===== config.mk =====
export PLATFORM = sky130hd
export DESIGN_NAME = branch_predictor_bht
export DESIGN_NICKNAME = d
export VERILOG_FILES = /design/src/rtl/branch_predictor_bht.sv
export SDC_FILE = /design/constraint.sdc
export NUM_CORES = 1
export LEC_CHECK = 0
export CORE_UTILIZATION = 52
export CTS_BUF_LIST = sky130_fd_sc_hd__clkbuf_4 sky130_fd_sc_hd__clkbuf_8
export DETAILED_ROUTE_END_ITERATION = 6
export GPL_TIMING_DRIVEN = 0
export PLACE_DENSITY = 0.86
export SYNTH_ARGS = -nofsm -noshare
export SYNTH_HDL_FRONTEND = slang
export SYNTH_SLANG_ARGS = --single-unit
export TNS_END_PERCENT = 20

===== constraint.sdc =====
create_clock -name clk -period 3.1 [get_ports clk]
set_input_delay 0.31 -clock clk [delete_from_list [all_inputs] [get_ports clk]]
set_output_delay 0.31 -clock clk [all_outputs]
set_load 0.02 [all_outputs]

===== src/rtl/branch_predictor_bht.sv =====
// ---------------------------------------------------------------------------
// branch_predictor_bht
//
// IF-stage dynamic branch predictor. A pattern history table (PHT) of
// saturating counters is indexed by the fetch PC. In gshare mode the PC is
// XORed with a speculative global history register (GHR). The next fetch PC
// is produced combinationally in the same cycle. EX-stage resolution trains
// the PHT, and a mispredict report repairs the GHR.
//
// Parameters
//   ADDR_SIZE : PC / address width (at least 21 so that the J-immediate fits)
//   ENTRIES   : PHT entry count, power of two, >= 4
//   CNT_W     : counter width 1..4; the counter MSB gives the taken prediction
//   INIT_CNT  : reset value of every counter
//   GHR_W     : global history bits; 0 selects bimodal, else 1..IDX_W
//
// Ports
//   clk            : clock, rising edge
//   rstn           : asynchronous active-low reset
//   instr          : fetched instruction
//   pc, pcplus4    : fetch PC and fetch PC + 4
//   fetch_en       : IF advances this cycle (gates only the GHR shift)
//   predicted_pc   : next fetch PC
//   pred_taken     : conditional-branch prediction for instr
//   pred_idx       : PHT index used, carried down to EX
//   pred_ghr       : GHR snapshot used, carried down to EX (0 in bimodal mode)
//   upd_valid      : a conditional branch resolved in EX this cycle
//   upd_idx        : pred_idx carried with that branch
//   upd_taken      : actual outcome
//   upd_mispredict : outcome differed from prediction (qualified by upd_valid)
//   upd_ghr        : pred_ghr carried with that branch
// ---------------------------------------------------------------------------
module branch_predictor_bht #(
    parameter int ADDR_SIZE = 32,
    parameter int ENTRIES   = 64,
    parameter int CNT_W     = 2,
    parameter int INIT_CNT  = 1,
    parameter int GHR_W     = 0,
    localparam int IDX_W    = $clog2(ENTRIES),
    localparam int GHW      = (GHR_W > 0) ? GHR_W : 1
) (
    input  logic                 clk,
    input  logic                 rstn,
    input  logic [31:0]          instr,
    input  logic [ADDR_SIZE-1:0] pc,
    input  logic [ADDR_SIZE-1:0] pcplus4,
    input  logic                 fetch_en,
    output logic [ADDR_SIZE-1:0] predicted_pc,
    output logic                 pred_taken,
    output logic [IDX_W-1:0]     pred_idx,
    output logic [GHW-1:0]       pred_ghr,
    input  logic                 upd_valid,
    input  logic [IDX_W-1:0]     upd_idx,
    input  logic                 upd_taken,
    input  logic                 upd_mispredict,
    input  logic [GHW-1:0]       upd_ghr
);

    localparam logic [CNT_W-1:0] CNT_MAX  = '1;
    localparam logic [CNT_W-1:0] CNT_ZERO = '0;
    localparam logic [CNT_W-1:0] CNT_INIT = CNT_W'(INIT_CNT);

    // -----------------------------------------------------------------------
    // Decode
    // -----------------------------------------------------------------------
    logic                 w_is_br;
    logic                 w_is_jal;
    logic [ADDR_SIZE-1:0] w_b_imm;
    logic [ADDR_SIZE-1:0] w_j_imm;

    assign w_is_br  = (instr[6:0] == 7'b1100011);
    assign w_is_jal = (instr[6:0] == 7'b1101111);

    // Sized casts of signed values sign-extend to the full address width.
    assign w_b_imm = ADDR_SIZE'($signed({instr[31], instr[7], instr[30:25],
                                          instr[11:8], 1'b0}));
    assign w_j_imm = ADDR_SIZE'($signed({instr[31], instr[19:12], instr[20],
                                          instr[30:21], 1'b0}));

    // -----------------------------------------------------------------------
    // Index formation and global history
    // -----------------------------------------------------------------------
    logic [IDX_W-1:0] w_pc_idx;
    logic [IDX_W-1:0] w_idx;

    assign w_pc_idx = pc[IDX_W+1:2];

    generate
        if (GHR_W > 0) begin : g_gshare
            logic [GHR_W-1:0] r_ghr;
            logic [GHR_W-1:0] w_ghr_shift;
            logic [GHR_W-1:0] w_ghr_repair;

            if (GHR_W == 1) begin : g_w1
                assign w_ghr_shift  = pred_taken;
                assign w_ghr_repair = upd_taken;
            end else begin : g_wn
                assign w_ghr_shift  = {r_ghr[GHR_W-2:0], pred_taken};
                // Rebuild history as it should have been after the resolved
                // branch: its snapshot plus the real outcome.
                assign w_ghr_repair = {upd_ghr[GHR_W-2:0], upd_taken};
            end

            // Repair beats the speculative shift: the fetched instruction is
            // on the wrong path and is about to be flushed anyway.
            always_ff @(posedge clk or negedge rstn) begin
                if (!rstn) begin
                    r_ghr <= '0;
                end else if (upd_valid && upd_mispredict) begin
                    r_ghr <= w_ghr_repair;
                end else if (fetch_en && w_is_br) begin
                    r_ghr <= w_ghr_shift;
                end
            end

            assign w_idx    = w_pc_idx ^ IDX_W'(r_ghr);
            assign pred_ghr = r_ghr;
        end else begin : g_bimodal
            logic w_unused;
            assign w_unused = ^{upd_ghr, upd_mispredict, fetch_en};
            assign w_idx    = w_pc_idx;
            assign pred_ghr = '0;
        end
    endgenerate

    // -----------------------------------------------------------------------
    // Pattern history table
    // Register array rather than RAM: every entry must clear asynchronously
    // and the prediction read is combinational.
    // -----------------------------------------------------------------------
    logic [CNT_W-1:0] r_pht [ENTRIES];
    logic [CNT_W-1:0] w_upd_cnt;
    logic [CNT_W-1:0] w_upd_next;
    logic [CNT_W-1:0] w_rd_cnt;

    assign w_upd_cnt = r_pht[upd_idx];

    always_comb begin
        w_upd_next = w_upd_cnt;
        if (upd_taken) begin
            if (w_upd_cnt != CNT_MAX) begin
                w_upd_next = w_upd_cnt + 1'b1;
            end
        end else begin
            if (w_upd_cnt != CNT_ZERO) begin
                w_upd_next = w_upd_cnt - 1'b1;
            end
        end
    end

    always_ff @(posedge clk or negedge rstn) begin
        if (!rstn) begin
            for (int i = 0; i < ENTRIES; i++) begin
                r_pht[i] <= CNT_INIT;
            end
        end else if (upd_valid) begin
            r_pht[upd_idx] <= w_upd_next;
        end
    end

    // Reads the registered value only: a same-cycle update to the same entry
    // becomes visible on the following cycle.
    assign w_rd_cnt = r_pht[w_idx];

    // -----------------------------------------------------------------------
    // Prediction outputs
    // -----------------------------------------------------------------------
    assign pred_taken = w_is_br & w_rd_cnt[CNT_W-1];
    assign pred_idx   = w_idx;

    always_comb begin
        predicted_pc = pcplus4;
        if (w_is_jal) begin
            predicted_pc = pc + w_j_imm;
        end else if (pred_taken) begin
            predicted_pc = pc + w_b_imm;
        end
    end

endmodule


==> results of run 1 <==
-- worst reg2reg max path: stages (launching register included) --
cell and delay [ns]:
dfrtp_1 0.42, mux2_2 0.28, a22o_1 0.23, a22oi_1 0.14, o21ai_0 0.11, a21oi_1 0.27, nand3_2 0.23, o21ai_2 0.24
a21boi_2 0.37, buf_4 0.27, o21ai_0 0.11
-- cells by family (layout without fill, tap and decap cells) --
| group | Yosys count | count (layout) | synth area share (%) |
|---|---|---|---|
| DFF | 128 | 128 | 32.5 |
| AOI/OAI and AO/OA | 340 | 341 | 21.5 |
| and+or+nand+nor | 343 | 343 | 15.1 |
| xor gates and xnor gates | 24 | 24 | 2.08 |
| muxes | 137 | 137 | 18.5 |
| other | 1 | 1 | 0.0372 |
| adders and majority gates | 46 | 46 | 5.84 |
| buffers and inverters | 93 | 340 | 4.48 |
-- cells in the final DEF, fill, tap and decap left out, types with 24 or more instances in the layout --
master / n
mux4_2: 32
a21oi_1: 72
ha_1: 24
clkdlybuf4s50_1: 85
dfstp_2: 64
mux2i_1: 28
mux2_2: 71
a21o_1: 27
dfrtp_1: 64
buf_4: 101
nor2_1: 97
o21ai_0: 73
nand2_1: 142
buf_6: 30
-- worst max path at each step --
| stage | slack (ns) | cells past startpoint | startpoint | end |
|---|---|---|---|---|
| 4_1_cts | -0.40 | 11 | r_pht[111] | predicted_pc[26] |
| 6_report | -0.45 | 10 | r_pht[81] | predicted_pc[26] |
| 5_1_grt | -0.52 | 10 | r_pht[81] | predicted_pc[26] |
| 2_1_floorplan | -0.03 | 12 | pc[2] | predicted_pc[25] |
| 3_3_place_gp | -3.09 | 1 | rstn | r_pht[125] |
| 3_5_place_dp | -1.78 | 14 | pc[2] | predicted_pc[31] |
-- timing repair --
action                                  CTS  global route
hold buffers                              1             0
gates cloned                              2             1
pin swaps                                52            22
endpoints found under the hold margin    34             0
buffers inserted                         69            11
resized for setup                       429            63
endpoints found under the setup margin  161           157
-- power groups by stage --
stage          Combinational [mW]  Sequential (mW)  Clock (mW)
5_1_grt                      2.10             2.14        1.55
2_1_floorplan                1.05             2.09           0
3_5_place_dp                 1.60             2.15           0
6_report                     1.98             2.12        1.47
4_1_cts                      1.85             2.11        1.48
3_3_place_gp                 1.56             2.14           0
-- stage by stage --
| step | instances | hold WS (ns) | setup TNS (ns) | instance area [um2] | utilization, % |
|---|---|---|---|---|---|
| finish | 1620 | 0.385 | -8.02 | 13800 | 73.1 |
| global route | 1620 | 0.424 | -10.76 | 13800 | 73.1 |
| CTS | 1613 | 0.402 | -6.50 | 13500 | 71.7 |
| detailed placement | 1516 | 0.322 | -161.48 | 11900 | 63.1 |
| global placement | 1515 | 0.475 | -447.25 | 11900 | 62.9 |
| floorplan | 1112 | 0.0144 | -0.0399 | 10100 | - |
-- final cells by class --
cell class                 instances  area [um2]  share of cell area [%]
sequential                       128        3280                    23.8
clock inverter                    10         109                   0.788
multi-input combinational        892        7170                    51.9
tap                              260         325                    2.35
timing repair buffer             225        2070                    15.0
buffer                            62         480                    3.48
clock buffer                      22         297                    2.15
inverter                          21        83.8                   0.607
-- metal layers --
layer / global-route usage (%) / vias to the layer above / part of all wire, %
met1: 42.8 / 4936 / 36
met3: 6.85 / 181 / 10
met2: 62.5 / 753 / 47
met4: 23.5 / 0 / 6.3
met5: 0 / - / 0
li1: - / 4579 / -
==> run_results.csv, run 1 <==
group,metric,value,unit
outcome,status,"complete, but fails checks",
outcome,violations,"capacitance limit, slew limit, setup timing",
synthesis,yosysSeqAreaShare,32.5,%
critical_path,worstPathCellList,"mux4_2 -> mux2i_4 -> o32ai_4 -> nor4_4 -> a311oi_4 -> or2_4 -> mux2_4 -> a41oi_2 -> a31oi_2 -> buf_4",
clock_tree,cts_buffers,17,
placement,place_congestion,1.05,
power,pwr-share-comb,35.5,%
global_route,grt_pass1_vias,10300,
drt,dr.pass1.iters,6,
power,p_seq_share,38.1,%
synthesis,syn_avg_cell_area,9.08,um2
synthesis,synth_cell_types,76,
clock_tree,cts_buffer_depth,2,
synthesis,syn_area,10100,um2
critical_path,path_buf_inv,1,
critical_path,reg2reg_from,"r_pht[83]",
floorplanning,die_h,141,um
drt,wl_per_cell,22.6,um
placement,io_buffers,143,
synthesis,yosysTopAreaCell,"dfstp_2",
synthesis,synthTopCellsByArea,"dfstp_2 (17%), dfrtp_1 (16%), mux2_2 (7.9%), mux4_2 (7.1%), nand2_1 (5.5%)",
final_layout,largest_reg_flops,128,
critical_path,reg2reg_slack,0.31,ns
drt,detail_route.iter0.violations,1035,
power,finalPower,5.57,mW
global_route,grt_max_degree,71,
final_layout,fillers,1354,
critical_path,crit_path_start_kind,"flip-flop",
sta,rsz0062_at_grt,"yes",
power,leakage,5.72,nW
synthesis,synth_warnings,0,
sta,slew-limit-headroom,-7.67,%
floorplanning,dieArea,20000,um2
global_route,grt_usage,36.7,%
sta,worst_slew_pin_slew,1.60,ns
final_layout,drive_gt1_share,38.3,%
final_layout,fin_nets,1501,
floorplanning,row_count,50,
critical_path,r2r_end,"r_pht[127]",
clock_tree,clk_latency,0.47,ns
power,clkPwrFrac,26.4,%
synthesis,synth.most_common_cell,"nand2_1",
worst_hold_path,hp-class,"input pin to async pin",
sta,finClkSkew,0.0132,ns
critical_path,crit_family,"multiplexers",
clock_tree,cts_max_level,4,
floorplanning,start_util,53.4,%
drt,via_per_inst,6.45,
clock_tree,cts_tree,"done",
sta,finalSetupViolations,33,
clock_tree,clkTransAtPathRegs,0.08,ns
critical_path,critPathMaxFanout,6,
critical_path,slowest_delay,0.55,ns
synthesis,synth-edff-count,0,
drt,ant_nets,0,
drt,vias,10400,
drt,remaining_drc_errors,0,
job,max-cap-violations,1,
final_layout,top_regs,"r_pht: 128 flops",
global_route,grt_pass1_wl,55600,um
synthesis,synth_common_cells,"nand2_1 (148), nor2_1 (103), o21ai_0 (96)",
sta,fin_ws,-0.451,ns
power,peakVddDrop,0.332,mV
sta,period_share,115,%
critical_path,cp_slowest_cell,"mux4_2",
global_route,antenna_found_initial,0,
drt,wl,36700,um
synthesis,synth_cells,1112,
synthesis,synthArstFlopShare,100,%
placement,place_worst_setup_slack,-1.78,ns
critical_path,worstSetupPathType,"flip-flop to output pin",
critical_path,r2r_cells,10,
floorplanning,die-width,141,um
global_route,grt.overflow.total,0,
power,switchingPower,1.87,mW
sta,max_freq,282,MHz
synthesis,synth_top_area_share,16.7,%
power,intPower,3.71,mW
clock_tree,cts_sinks,128,
sta,slew_viol_final,9,
final_layout,syn_to_final_growth,36.9,%
power,powerDensity,403,nW/um2
power,switching_share,33.5,%
synthesis,synth_flop_cell,"dfstp_2",
synthesis,synthesis.nets,1266,
sta,min_period,3.55,ns
clock_tree,cts_root_buf,"clkbuf_8",
critical_path,cp-end-kind,"output pin",
sta,hold_viol_final,0,
placement,place_hpwl,25200,um
final_layout,top_register,"r_pht",
floorplanning,coreArea,18900,um2
floorplanning,io_pins,149,
critical_path,cp.arrival,3.24,ns
critical_path,cp.required,2.79,ns
synthesis,ys_ff_latch,128,
final_layout,diodes,0,
(Power assumes the default switching activity.)
==> inputs of run 2 (changes only) <==
Settings changed: CTS_CLUSTER_SIZE set to 20, SLEW_MARGIN set to 20.
==> run_results.csv, run 2 (synthesis results as in run 1) <==
group,metric,value,unit
critical_path,r2r_cells,9,
drt,wl_per_cell,22.6,um
critical_path,cp-end-kind,"output pin",
sta,finClkSkew,0.0138,ns
final_layout,fillers,1409,
drt,wl,36400,um
clock_tree,clkTransAtPathRegs,0.07,ns
placement,place_worst_setup_slack,-1.79,ns
placement,placed_area,11900,um2
outcome,violations,"setup timing",
drt,ant_nets,0,
global_route,grtUsageMet3,6.99,%
final_layout,fin_nets,1490,
clock_tree,cts_buffer_depth,2,
floorplanning,coreArea,18900,um2
final_layout,final_cell_mix,"nand2_1 (143), nor2_1 (97), clkdlybuf4s50_1 (92)",
global_route,grt.overflow.total,0,
placement,place_hpwl,25300,um
floorplanning,dieArea,20000,um2
global_route,globalRouteMet2Util,60.8,%
drt,dr.pass1.iters,7,
final_layout,top_regs,"r_pht: 128 flops",
global_route,grt_pass1_wl,54800,um
global_route,globalRouteMet1Util,42.4,%
sta,slew_viol_final,0,
floorplanning,row_count,50,
outcome,status,"complete, but fails checks",
placement,dpl.cell_count,1518,
final_layout,syn_to_final_growth,35.7,%
critical_path,reg2reg_from,"r_pht[113]",
worst_hold_path,hp-class,"input pin to async pin",
final_layout,largest_reg_flops,128,
clock_tree,cts_root_buf,"clkbuf_8",
power,clkPwrFrac,29.0,%
final_layout,multiInputGateArea,7040,um2
drt,vias,10400,
power,pwr-share-comb,33.7,%
power,switching_share,32.4,%
final_layout,layout_commonest_cell,"nand2_1",
final_layout,stdcell_count,1610,
power,peakVddDrop,0.389,mV
floorplanning,io_pins,149,
critical_path,cp.arrival,3.27,ns
sta,fin_ws,-0.484,ns
floorplanning,start_util,53.4,%
final_layout,drive_gt1_share,36.1,%
sta,max_freq,279,MHz
global_route,grt_max_degree,71,
sta,rsz0062_at_grt,"yes",
clock_tree,cts_max_level,4,
drt,remaining_drc_errors,0,
clock_tree,clk_latency,0.45,ns
final_layout,finalInstanceArea,13700,um2
clock_tree,cts_tree,"done",
sta,hold_viol_final,0,
placement,place_congestion,1.05,
global_route,grt_usage,36.1,%
critical_path,crit_path_start_kind,"flip-flop",
power,powerDensity,416,nW/um2
power,leakage,5.68,nW
global_route,grt.busiest_layer,"met2",
global_route,antenna_found_initial,1,
sta,finalSetupViolations,33,
power,p_seq_share,37.3,%
placement,io_buffers,143,
critical_path,r2r_end,"r_pht[112]",
global_route,grt_pass1_vias,10300,
clock_tree,cts_buffers,17,
final_layout,top_register,"r_pht",
sta,min_period,3.58,ns
drt,via_per_inst,6.45,
floorplanning,die-width,141,um
sta,slew-limit-headroom,39.4,%
floorplanning,die_h,141,um
job,max-cap-violations,0,
critical_path,worstSetupPathType,"flip-flop to output pin",
critical_path,cp.required,2.79,ns
critical_path,reg2reg_slack,0.23,ns
drt,detail_route.iter0.violations,1119,
sta,period_share,116,%
power,intPower,3.85,mW
clock_tree,cts_sinks,128,
power,switchingPower,1.85,mW
final_layout,seq_area,3280,um2
critical_path,critPathMaxFanout,3,
sta,worst_slew_pin_slew,0.904,ns
final_layout,post-route-util,72.5,%
run 2: cell count changes in the layout (fill, tap and decap cells not counted), moves of 7 or more:
cell / previous run / this run
buf_4: 101 / 91
clkdlybuf4s50_1: 85 / 92
buf_2: 19 / 10
ha_1: 24 / 32
ha_4: 14 / 6
run 2: worst max path at each step:
| stage | end | start |
|---|---|---|
| 3_5_place_dp | predicted_pc[25] | pc[2] |
| 5_1_grt | predicted_pc[26] | instr[11] |
| 2_1_floorplan | predicted_pc[25] | pc[2] |
| 4_1_cts | predicted_pc[26] | r_pht[81] |
| 3_3_place_gp | r_pht[125] | rstn |
| 6_report | predicted_pc[26] | r_pht[97] |
run 2: final cells by class:
cell class / count / share of cell area, %
clock inverters: 9 / 1.11
plain buffers: 64 / 3.62
repair buffers: 213 / 14.7
multi-input cells: 891 / 51.4
well taps: 260 / 2.37
clock buffers: 23 / 2.22
inverters: 21 / 0.612
diodes: 1 / 0.0183
flip-flops and latches: 128 / 24.0
run 2: critical path: stages, from the launching register on:
cell      delay, ns
dfrtp_1        0.41
mux4_2         0.51
mux2i_4        0.24
nor3b_4        0.09
nor4_4         0.30
a311oi_4       0.06
buf_4          0.16
or2_4          0.26
mux2_4         0.31
a41oi_2        0.22
a31oi_2        0.09
buf_4          0.19
run 2: repair_timing:
item | in CTS | in global routing
cloned | 0 | 2
pin swaps | 45 | 27
resized for setup | 374 | 72
buffers inserted | 51 | 14
hold buffers | 1 | 0
setup endpoints to repair | 161 | 161
endpoints found under the hold margin | 34 | 0
run 2: power groups by stage:
| stage | logic (mW) | clock network, mW | registers (mW) |
|---|---|---|---|
| after detailed placement | 1.60 | 0 | 2.15 |
| after global placement | 1.56 | 0 | 2.14 |
| after global routing | 2.04 | 1.72 | 2.15 |
| final | 1.92 | 1.65 | 2.13 |
| after CTS | 1.78 | 1.65 | 2.12 |
| after floorplan | 1.05 | 0 | 2.09 |
run 2: metal layers:
metal,wire (um),part of all wire [%]
met5,0,0
met1,13200,36
met4,2420,6.6
met2,17200,47
met3,3540,9.7
run 2: stage by stage:
step | total power [mW] | hold WS (ns) | setup TNS [ns]
detailed placement | 3.75 | 0.324 | -163.00
CTS | 5.55 | 0.415 | -12.81
floorplan | 3.14 | 0.0144 | -0.0399
global route | 5.91 | 0.429 | -14.58
finish | 5.70 | 0.416 | -10.91
global placement | 3.69 | 0.475 | -447.25
